--- src/rtl/mem_arb_pkg.sv ---
// Shared types and constants for the MIPS memory arbiter: FSM states,
// requester port indices and the word-alignment check.
package mem_arb_pkg;

  typedef enum logic [1:0] {
    IDLE   = 2'd0,
    ACCESS = 2'd1,
    DONE   = 2'd2
  } state_e;

  localparam logic       PORT_I     = 1'b0;
  localparam logic       PORT_D     = 1'b1;
  localparam logic [1:0] ALIGN_MASK = 2'b11;

  function automatic logic misaligned(input logic [1:0] adr_lsb);
    return (adr_lsb & ALIGN_MASK) != 2'b00;
  endfunction

endpackage

--- src/rtl/mem_arbiter_if.sv ---
// Bundle of the two requester ports and the memory-side bus of mem_arbiter.
// Handshake: a requester raises req with stable adr/we/wdata and holds it
// until it sees the one-cycle ack; ack carries rdata and err. req is only
// sampled while the arbiter is idle, so a req still high after ack is a new
// request. The memory side is a plain strobe bus; the memory writes on the
// clock edge while mem_mwr is high and returns read data combinationally.
interface mem_arbiter_if #(
  parameter int AW = 32,
  parameter int DW = 32
) ();

  logic          i_req;
  logic [AW-1:0] i_adr;
  logic          i_ack;
  logic [DW-1:0] i_rdata;
  logic          i_err;

  logic          d_req;
  logic          d_we;
  logic [AW-1:0] d_adr;
  logic [DW-1:0] d_wdata;
  logic          d_ack;
  logic [DW-1:0] d_rdata;
  logic          d_err;

  logic [AW-1:0] mem_adr;
  logic [DW-1:0] mem_d_in;
  logic          mem_mrd;
  logic          mem_mwr;
  logic [DW-1:0] mem_d_out;

  logic          busy;

  // Arbiter side
  modport slave (
    input  i_req, i_adr, d_req, d_we, d_adr, d_wdata, mem_d_out,
    output i_ack, i_rdata, i_err, d_ack, d_rdata, d_err,
    output mem_adr, mem_d_in, mem_mrd, mem_mwr, busy
  );

  // Requesters and memory side
  modport master (
    output i_req, i_adr, d_req, d_we, d_adr, d_wdata, mem_d_out,
    input  i_ack, i_rdata, i_err, d_ack, d_rdata, d_err,
    input  mem_adr, mem_d_in, mem_mrd, mem_mwr, busy
  );

endinterface

--- src/rtl/mem_arbiter_rr_arb2.sv ---
// Two-request round-robin picker: on a tie the port that did not win last
// time is granted. Purely combinational, one-hot grant indexed by port.
module rr_arb2
  import mem_arb_pkg::*;
(
  input  logic [1:0] req,
  input  logic       last,
  output logic [1:0] grant
);

  always_comb begin
    grant = req;
    if (req == 2'b11) begin
      grant = (last == PORT_I) ? 2'b10 : 2'b01;
    end
  end

endmodule

--- src/rtl/mem_arbiter.sv ---
// Sequencer and two-port round-robin arbiter for the shared MIPS memory.
// One transaction at a time: IDLE -> ACCESS (WAIT_CYCLES) -> DONE (ack).
module mem_arbiter
  import mem_arb_pkg::*;
#(
  parameter int WAIT_CYCLES = 1,
  parameter int AW          = 32,
  parameter int DW          = 32
) (
  input  logic           clk,
  input  logic           rst,
  mem_arbiter_if.slave   bus,
  output state_e         dbg_state
);

  localparam int            CW       = (WAIT_CYCLES > 1) ? $clog2(WAIT_CYCLES) : 1;
  localparam logic [CW-1:0] CNT_LOAD = CW'(WAIT_CYCLES - 1);

  state_e        state_q, state_d;
  logic [CW-1:0] cnt_q, cnt_d;
  logic          last_q, last_d;
  logic          port_q, port_d;
  logic          we_q, we_d;
  logic          err_q, err_d;
  logic [AW-1:0] adr_q, adr_d;
  logic [DW-1:0] wdata_q, wdata_d;
  logic [DW-1:0] i_rdata_q, i_rdata_d;
  logic [DW-1:0] d_rdata_q, d_rdata_d;
  logic          i_ack_q, i_ack_d;
  logic          d_ack_q, d_ack_d;
  logic          i_err_q, i_err_d;
  logic          d_err_q, d_err_d;
  logic [AW-1:0] mem_adr_q, mem_adr_d;
  logic [DW-1:0] mem_d_in_q, mem_d_in_d;
  logic          mem_mrd_q, mem_mrd_d;
  logic          mem_mwr_q, mem_mwr_d;
  logic          busy_q, busy_d;

  logic [1:0]    grant;
  logic          in_access;

  rr_arb2 u_rr_arb2 (
    .req   ({bus.d_req, bus.i_req}),
    .last  (last_q),
    .grant (grant)
  );

  always_comb begin
    state_d   = state_q;
    cnt_d     = cnt_q;
    last_d    = last_q;
    port_d    = port_q;
    we_d      = we_q;
    err_d     = err_q;
    adr_d     = adr_q;
    wdata_d   = wdata_q;
    i_rdata_d = i_rdata_q;
    d_rdata_d = d_rdata_q;

    case (state_q)
      IDLE: begin
        if (bus.i_req || bus.d_req) begin
          port_d = grant[PORT_D] ? PORT_D : PORT_I;
          last_d = port_d;
          if (port_d == PORT_D) begin
            adr_d   = bus.d_adr;
            we_d    = bus.d_we;
            wdata_d = bus.d_wdata;
          end else begin
            adr_d   = bus.i_adr;
            we_d    = 1'b0;
            wdata_d = '0;
          end
          // A misaligned address never touches memory; it acks next cycle.
          err_d = misaligned(adr_d[1:0]);
          if (err_d) begin
            state_d = DONE;
          end else begin
            cnt_d   = CNT_LOAD;
            state_d = ACCESS;
          end
        end
      end
      ACCESS: begin
        if (cnt_q != '0) begin
          cnt_d = cnt_q - CW'(1);
        end else begin
          if (!we_q) begin
            if (port_q == PORT_D) d_rdata_d = bus.mem_d_out;
            else                  i_rdata_d = bus.mem_d_out;
          end
          state_d = DONE;
        end
      end
      DONE:    state_d = IDLE;
      default: state_d = IDLE;
    endcase

    // Outputs are registered from the next-state view so they line up
    // with the state they belong to.
    in_access  = (state_d == ACCESS);
    i_ack_d    = (state_d == DONE) && (port_d == PORT_I);
    d_ack_d    = (state_d == DONE) && (port_d == PORT_D);
    i_err_d    = i_ack_d && err_d;
    d_err_d    = d_ack_d && err_d;
    mem_adr_d  = in_access ? adr_d : '0;
    mem_d_in_d = in_access ? wdata_d : '0;
    mem_mrd_d  = in_access && !we_d;
    mem_mwr_d  = in_access && we_d && (cnt_d == '0);
    busy_d     = (state_d != IDLE);
  end

  always_ff @(posedge clk) begin
    if (rst) begin
      state_q    <= IDLE;
      cnt_q      <= '0;
      last_q     <= PORT_D;
      port_q     <= PORT_I;
      we_q       <= 1'b0;
      err_q      <= 1'b0;
      adr_q      <= '0;
      wdata_q    <= '0;
      i_rdata_q  <= '0;
      d_rdata_q  <= '0;
      i_ack_q    <= 1'b0;
      d_ack_q    <= 1'b0;
      i_err_q    <= 1'b0;
      d_err_q    <= 1'b0;
      mem_adr_q  <= '0;
      mem_d_in_q <= '0;
      mem_mrd_q  <= 1'b0;
      mem_mwr_q  <= 1'b0;
      busy_q     <= 1'b0;
    end else begin
      state_q    <= state_d;
      cnt_q      <= cnt_d;
      last_q     <= last_d;
      port_q     <= port_d;
      we_q       <= we_d;
      err_q      <= err_d;
      adr_q      <= adr_d;
      wdata_q    <= wdata_d;
      i_rdata_q  <= i_rdata_d;
      d_rdata_q  <= d_rdata_d;
      i_ack_q    <= i_ack_d;
      d_ack_q    <= d_ack_d;
      i_err_q    <= i_err_d;
      d_err_q    <= d_err_d;
      mem_adr_q  <= mem_adr_d;
      mem_d_in_q <= mem_d_in_d;
      mem_mrd_q  <= mem_mrd_d;
      mem_mwr_q  <= mem_mwr_d;
      busy_q     <= busy_d;
    end
  end

  assign bus.i_ack    = i_ack_q;
  assign bus.i_rdata  = i_rdata_q;
  assign bus.i_err    = i_err_q;
  assign bus.d_ack    = d_ack_q;
  assign bus.d_rdata  = d_rdata_q;
  assign bus.d_err    = d_err_q;
  assign bus.mem_adr  = mem_adr_q;
  assign bus.mem_d_in = mem_d_in_q;
  assign bus.mem_mrd  = mem_mrd_q;
  assign bus.mem_mwr  = mem_mwr_q;
  assign bus.busy     = busy_q;
  assign dbg_state    = state_q;

endmodule

--- src/flat_wrapper.sv ---
// flat-port wrapper written by rule: the top's interface ports become plain ports
module mem_arbiter_flat import mem_arb_pkg::*;
#(
  parameter int WAIT_CYCLES = 1,
  parameter int AW          = 32,
  parameter int DW          = 32
)
  (clk, rst, dbg_state, bus_i_req, bus_i_adr, bus_d_req, bus_d_we, bus_d_adr, bus_d_wdata, bus_mem_d_out, bus_i_ack, bus_i_rdata, bus_i_err, bus_d_ack, bus_d_rdata, bus_d_err, bus_mem_adr, bus_mem_d_in, bus_mem_mrd, bus_mem_mwr, bus_busy);
  mem_arbiter_if #(.AW(AW), .DW(DW)) bus_i ();
  input  logic clk;
  input  logic rst;
  output state_e dbg_state;
  input wire logic [$bits(bus_i.i_req)-1:0] bus_i_req;
  input wire logic [$bits(bus_i.i_adr)-1:0] bus_i_adr;
  input wire logic [$bits(bus_i.d_req)-1:0] bus_d_req;
  input wire logic [$bits(bus_i.d_we)-1:0] bus_d_we;
  input wire logic [$bits(bus_i.d_adr)-1:0] bus_d_adr;
  input wire logic [$bits(bus_i.d_wdata)-1:0] bus_d_wdata;
  input wire logic [$bits(bus_i.mem_d_out)-1:0] bus_mem_d_out;
  output wire logic [$bits(bus_i.i_ack)-1:0] bus_i_ack;
  output wire logic [$bits(bus_i.i_rdata)-1:0] bus_i_rdata;
  output wire logic [$bits(bus_i.i_err)-1:0] bus_i_err;
  output wire logic [$bits(bus_i.d_ack)-1:0] bus_d_ack;
  output wire logic [$bits(bus_i.d_rdata)-1:0] bus_d_rdata;
  output wire logic [$bits(bus_i.d_err)-1:0] bus_d_err;
  output wire logic [$bits(bus_i.mem_adr)-1:0] bus_mem_adr;
  output wire logic [$bits(bus_i.mem_d_in)-1:0] bus_mem_d_in;
  output wire logic [$bits(bus_i.mem_mrd)-1:0] bus_mem_mrd;
  output wire logic [$bits(bus_i.mem_mwr)-1:0] bus_mem_mwr;
  output wire logic [$bits(bus_i.busy)-1:0] bus_busy;
  assign bus_i.i_req = bus_i_req;
  assign bus_i.i_adr = bus_i_adr;
  assign bus_i.d_req = bus_d_req;
  assign bus_i.d_we = bus_d_we;
  assign bus_i.d_adr = bus_d_adr;
  assign bus_i.d_wdata = bus_d_wdata;
  assign bus_i.mem_d_out = bus_mem_d_out;
  assign bus_i_ack = bus_i.i_ack;
  assign bus_i_rdata = bus_i.i_rdata;
  assign bus_i_err = bus_i.i_err;
  assign bus_d_ack = bus_i.d_ack;
  assign bus_d_rdata = bus_i.d_rdata;
  assign bus_d_err = bus_i.d_err;
  assign bus_mem_adr = bus_i.mem_adr;
  assign bus_mem_d_in = bus_i.mem_d_in;
  assign bus_mem_mrd = bus_i.mem_mrd;
  assign bus_mem_mwr = bus_i.mem_mwr;
  assign bus_busy = bus_i.busy;
  mem_arbiter #(.WAIT_CYCLES(WAIT_CYCLES), .AW(AW), .DW(DW)) u_core (.clk(clk), .rst(rst), .bus(bus_i), .dbg_state(dbg_state));
endmodule
--- config.mk ---
export PLATFORM = sky130hd
export DESIGN_NAME = mem_arbiter_flat
export DESIGN_NICKNAME = d
export VERILOG_FILES = /design/src/rtl/mem_arb_pkg.sv /design/src/rtl/mem_arbiter_if.sv /design/src/rtl/mem_arbiter_rr_arb2.sv /design/src/rtl/mem_arbiter.sv /design/src/flat_wrapper.sv
export SDC_FILE = /design/constraint.sdc
export NUM_CORES = 1
export LEC_CHECK = 0
export CORE_ASPECT_RATIO = 1.4
export CORE_MARGIN = 4
export CORE_UTILIZATION = 45
export DETAILED_ROUTE_END_ITERATION = 8
export GPL_TIMING_DRIVEN = 0
export PLACE_DENSITY = 0.8
export SYNTH_ARGS = -nofsm -noshare
export SYNTH_HDL_FRONTEND = slang
export SYNTH_HIERARCHICAL = 1
export SYNTH_SLANG_ARGS = --single-unit
export TNS_END_PERCENT = 1
--- constraint.sdc ---
create_clock -name clk -period 3.35 [get_ports clk]
set_input_delay 1.005 -clock clk [delete_from_list [all_inputs] [get_ports clk]]
set_output_delay 1.005 -clock clk [all_outputs]
set_load 0.05 [all_outputs]
==> impl_metrics.csv <==
group,metric,value,unit
floorplanning,num_rows,56,
clock_tree,htreeDepth,1,
routing,drc,0,
logic_synthesis,syn_nets,978,
grt,grt.overflow.total,0,
clock_tree,clk_pin_slew_worst_paths,0.06,ns
worst_hold_path,holdPathEnd,"u_core/bus.i_rdata[5]",
sta,period_share,0.896,
sta,slew_violations,0,
routing,vias,7092,
grt,use_met2,0.417,
finish,nFillCells,1337,
routing,viasPerCell,5.25,
sta,finalHoldViolCount,0,
floorplanning,start_util,0.460,
logic_synthesis,syn-cell-area,0.00770,mm^2
grt,grtUsageMet3,0.0615,
grt,grt.total_usage,0.230,
worst_hold_path,hp-class,"reg -> reg",
grt,met1_usage,0.254,
sta,finClkSkew,0.0139,ns
logic_synthesis,ys_warn_count,6,
clock_tree,postCtsHoldBufs,0,
finish,syn2layout_area_growth,46.2,%
worst_setup_path,required,3.76,ns
finish,nets,1269,
grt,grt_max_degree,16,
finish,design_area,0.0112,mm^2
routing,wirelength,23300,um
worst_setup_path,worstReg2RegEnd,"u_core/bus.mem_adr[29]",
power_and_ir_drop,p_per_area,488,mW/mm^2
floorplanning,coreArea,0.0167,mm^2
run,maxCapViolations,0,
routing,drt_iter0_markers,521,
grt,grt_pass1_vias,7192,
placed_design,finalWeightedCongestion,0.850,
clock_tree,cts_resized,0,
finish,final-seq-area,0.00412,mm^2
floorplanning,die_h,163,um
routing,first_pass_iters,5,
floorplanning,dieArea,0.0193,mm^2
run_status,outcome,"finished, final reports clean",
worst_setup_path,end_kind,"flip-flop",
worst_setup_path,worst-path-max-fanout,10,
clock_tree,cts_tree,"yes",
worst_setup_path,ff2ff_setup_slack,1.09,ns
clock_tree,post_cts_buffers,0,
worst_hold_path,worstHoldStart,"u_core/bus.i_rdata[5]",
sta,worst_pin_slew,0.740,ns
worst_setup_path,r2r_cells,7,
clock_tree,numCtsBuffers,20,
power_and_ir_drop,total_power,0.00549,W
clock_tree,clockBufferDepth,3,
power_and_ir_drop,p_leak,3.89,nW
routing,drtAntennaViolNets,0,
clock_tree,root_buffer,"clkbuf_16",
logic_synthesis,netlist_instances,845,
worst_hold_path,hold_path_depth,2,
sta,setup_violations,0,
logic_synthesis,synth_area_per_cell,9.11,um^2
worst_setup_path,crit_type,"in -> reg",
finish,drive_gt1_frac,0.129,
placed_design,placed_cell_area,0.0106,mm^2
routing,wl_per_cell,17.3,um
floorplanning,die_w,119,um
sta,relSlewSlack,0.507,
power_and_ir_drop,ir_drop,0.000379,V
grt,grt_pass1_wl,36300,um
placed_design,dp_hpwl,17300,um
grt,busiest_layer,"met2",
sta,rsz0062_at_grt,"no",
sta,timing.fmax,0.333,GHz
clock_tree,cts_sinks,206,
worst_setup_path,rr_startpoint,"u_core/last_q",
finish,multi_input_area,0.00323,mm^2
finish,final_util,0.672,
placed_design,port_buffers,269,
sta,min_period,3.00,ns
grt,grt_antenna_before_repair,1,
worst_setup_path,cp_data_arrival_time,3.41,ns
worst_setup_path,setup.worst_path.start_class,"input port",
floorplanning,io_pins,270,
clock_tree,clock_latency,0.49,ns
state kept, by name (all words and copies together) (netlist names), 2 cells and up:
name                 count
u_core/bus.d_rdata      32
u_core/bus.mem_d_in     32
u_core/wdata_q          32
u_core/bus.mem_adr      32
u_core/adr_q            32
u_core/dbg_state         2
u_core/bus.i_rdata      32
metrics by stage:
stage	setup slack (ns)	instances	hold WS (ns)	TNS [ns]
after floorplan	0.719	845	0.431	0
after global placement	-0.102	1317	0.437	-3.37
after detailed placement	-0.138	1317	0.443	-5.92
after CTS	0.345	1349	0.454	0
after global routing	0.247	1350	0.466	0
final	0.349	1350	0.452	0
final cells by class:
cell class	count	area share
antenna	1	0.000222
clock buffer	26	0.0502
multi-input combinational	564	0.287
buffer	74	0.0303
tap	203	0.0226
inverter	1	0.000334
sequential	206	0.367
clock inverter	6	0.00345
timing repair buffer	269	0.239
how the worst max path moves through the flow:
stage               slack (ns)  cells past startpoint      start                      to
detailed placement       -0.14                      8  bus_d_req  u_core/bus.mem_adr[27]
global placement         -0.10                      8  bus_d_req  u_core/bus.mem_adr[25]
CTS                       0.35                      8  bus_d_req  u_core/bus.mem_adr[29]
floorplan                 0.72                      7  bus_d_req  u_core/bus.mem_adr[12]
finish                    0.35                      8  bus_d_req  u_core/bus.mem_adr[29]
global route              0.25                      8  bus_d_req  u_core/bus.mem_adr[29]
cell usage in the layout (no fill, tap or decap), drive strengths merged:
master and instances:
mux2 30, clkdlybuf4s50 269, or3 3, a21boi 1
a32o 33, a21oi 135, a22oi 30, buf 24
and3b 1, clkbuf 76, or3b 1, a2111oi 1
mux2i 2, clkinvlp 2, and2 2, nor3 3
or4b 1, o21a 1, nor2b 1, dfxtp 206
and3 3, o21bai 1, nor4bb 1, nor2 42
or2 2, clkinv 3, inv 2, a211oi 2
diode 1, nand3b 1, nand3 34, nand2b 1
nand4bb 1, nand2 231
power by group:
group	internal (W)	total, W	switching (W)	leakage, nW
Sequential	0.00254	0.00259	0.0000476	1.67
Clock	0.00119	0.00210	0.000916	0.293
Combinational	0.000337	0.000803	0.000466	1.93
worst max-delay path, cell delays in order:
cell,delay [ns]
clkdlybuf4s50_1,0.50
a21boi_0,0.25
buf_6,0.19
or3b_4,0.44
a2111oi_4,0.59
buf_6,0.26
a22oi_2,0.07
nor2_2,0.09
routing by layer:
layer / vias to the layer above / part of all wire / routed length (um)
met2: 254 / 0.51 / 12000
li1: 3463 / - / -
met1: 3320 / 0.37 / 8650
met5: - / 0 / 0
met4: 0 / 0.040 / 933
met3: 55 / 0.075 / 1760
(Power assumes the default switching activity.)
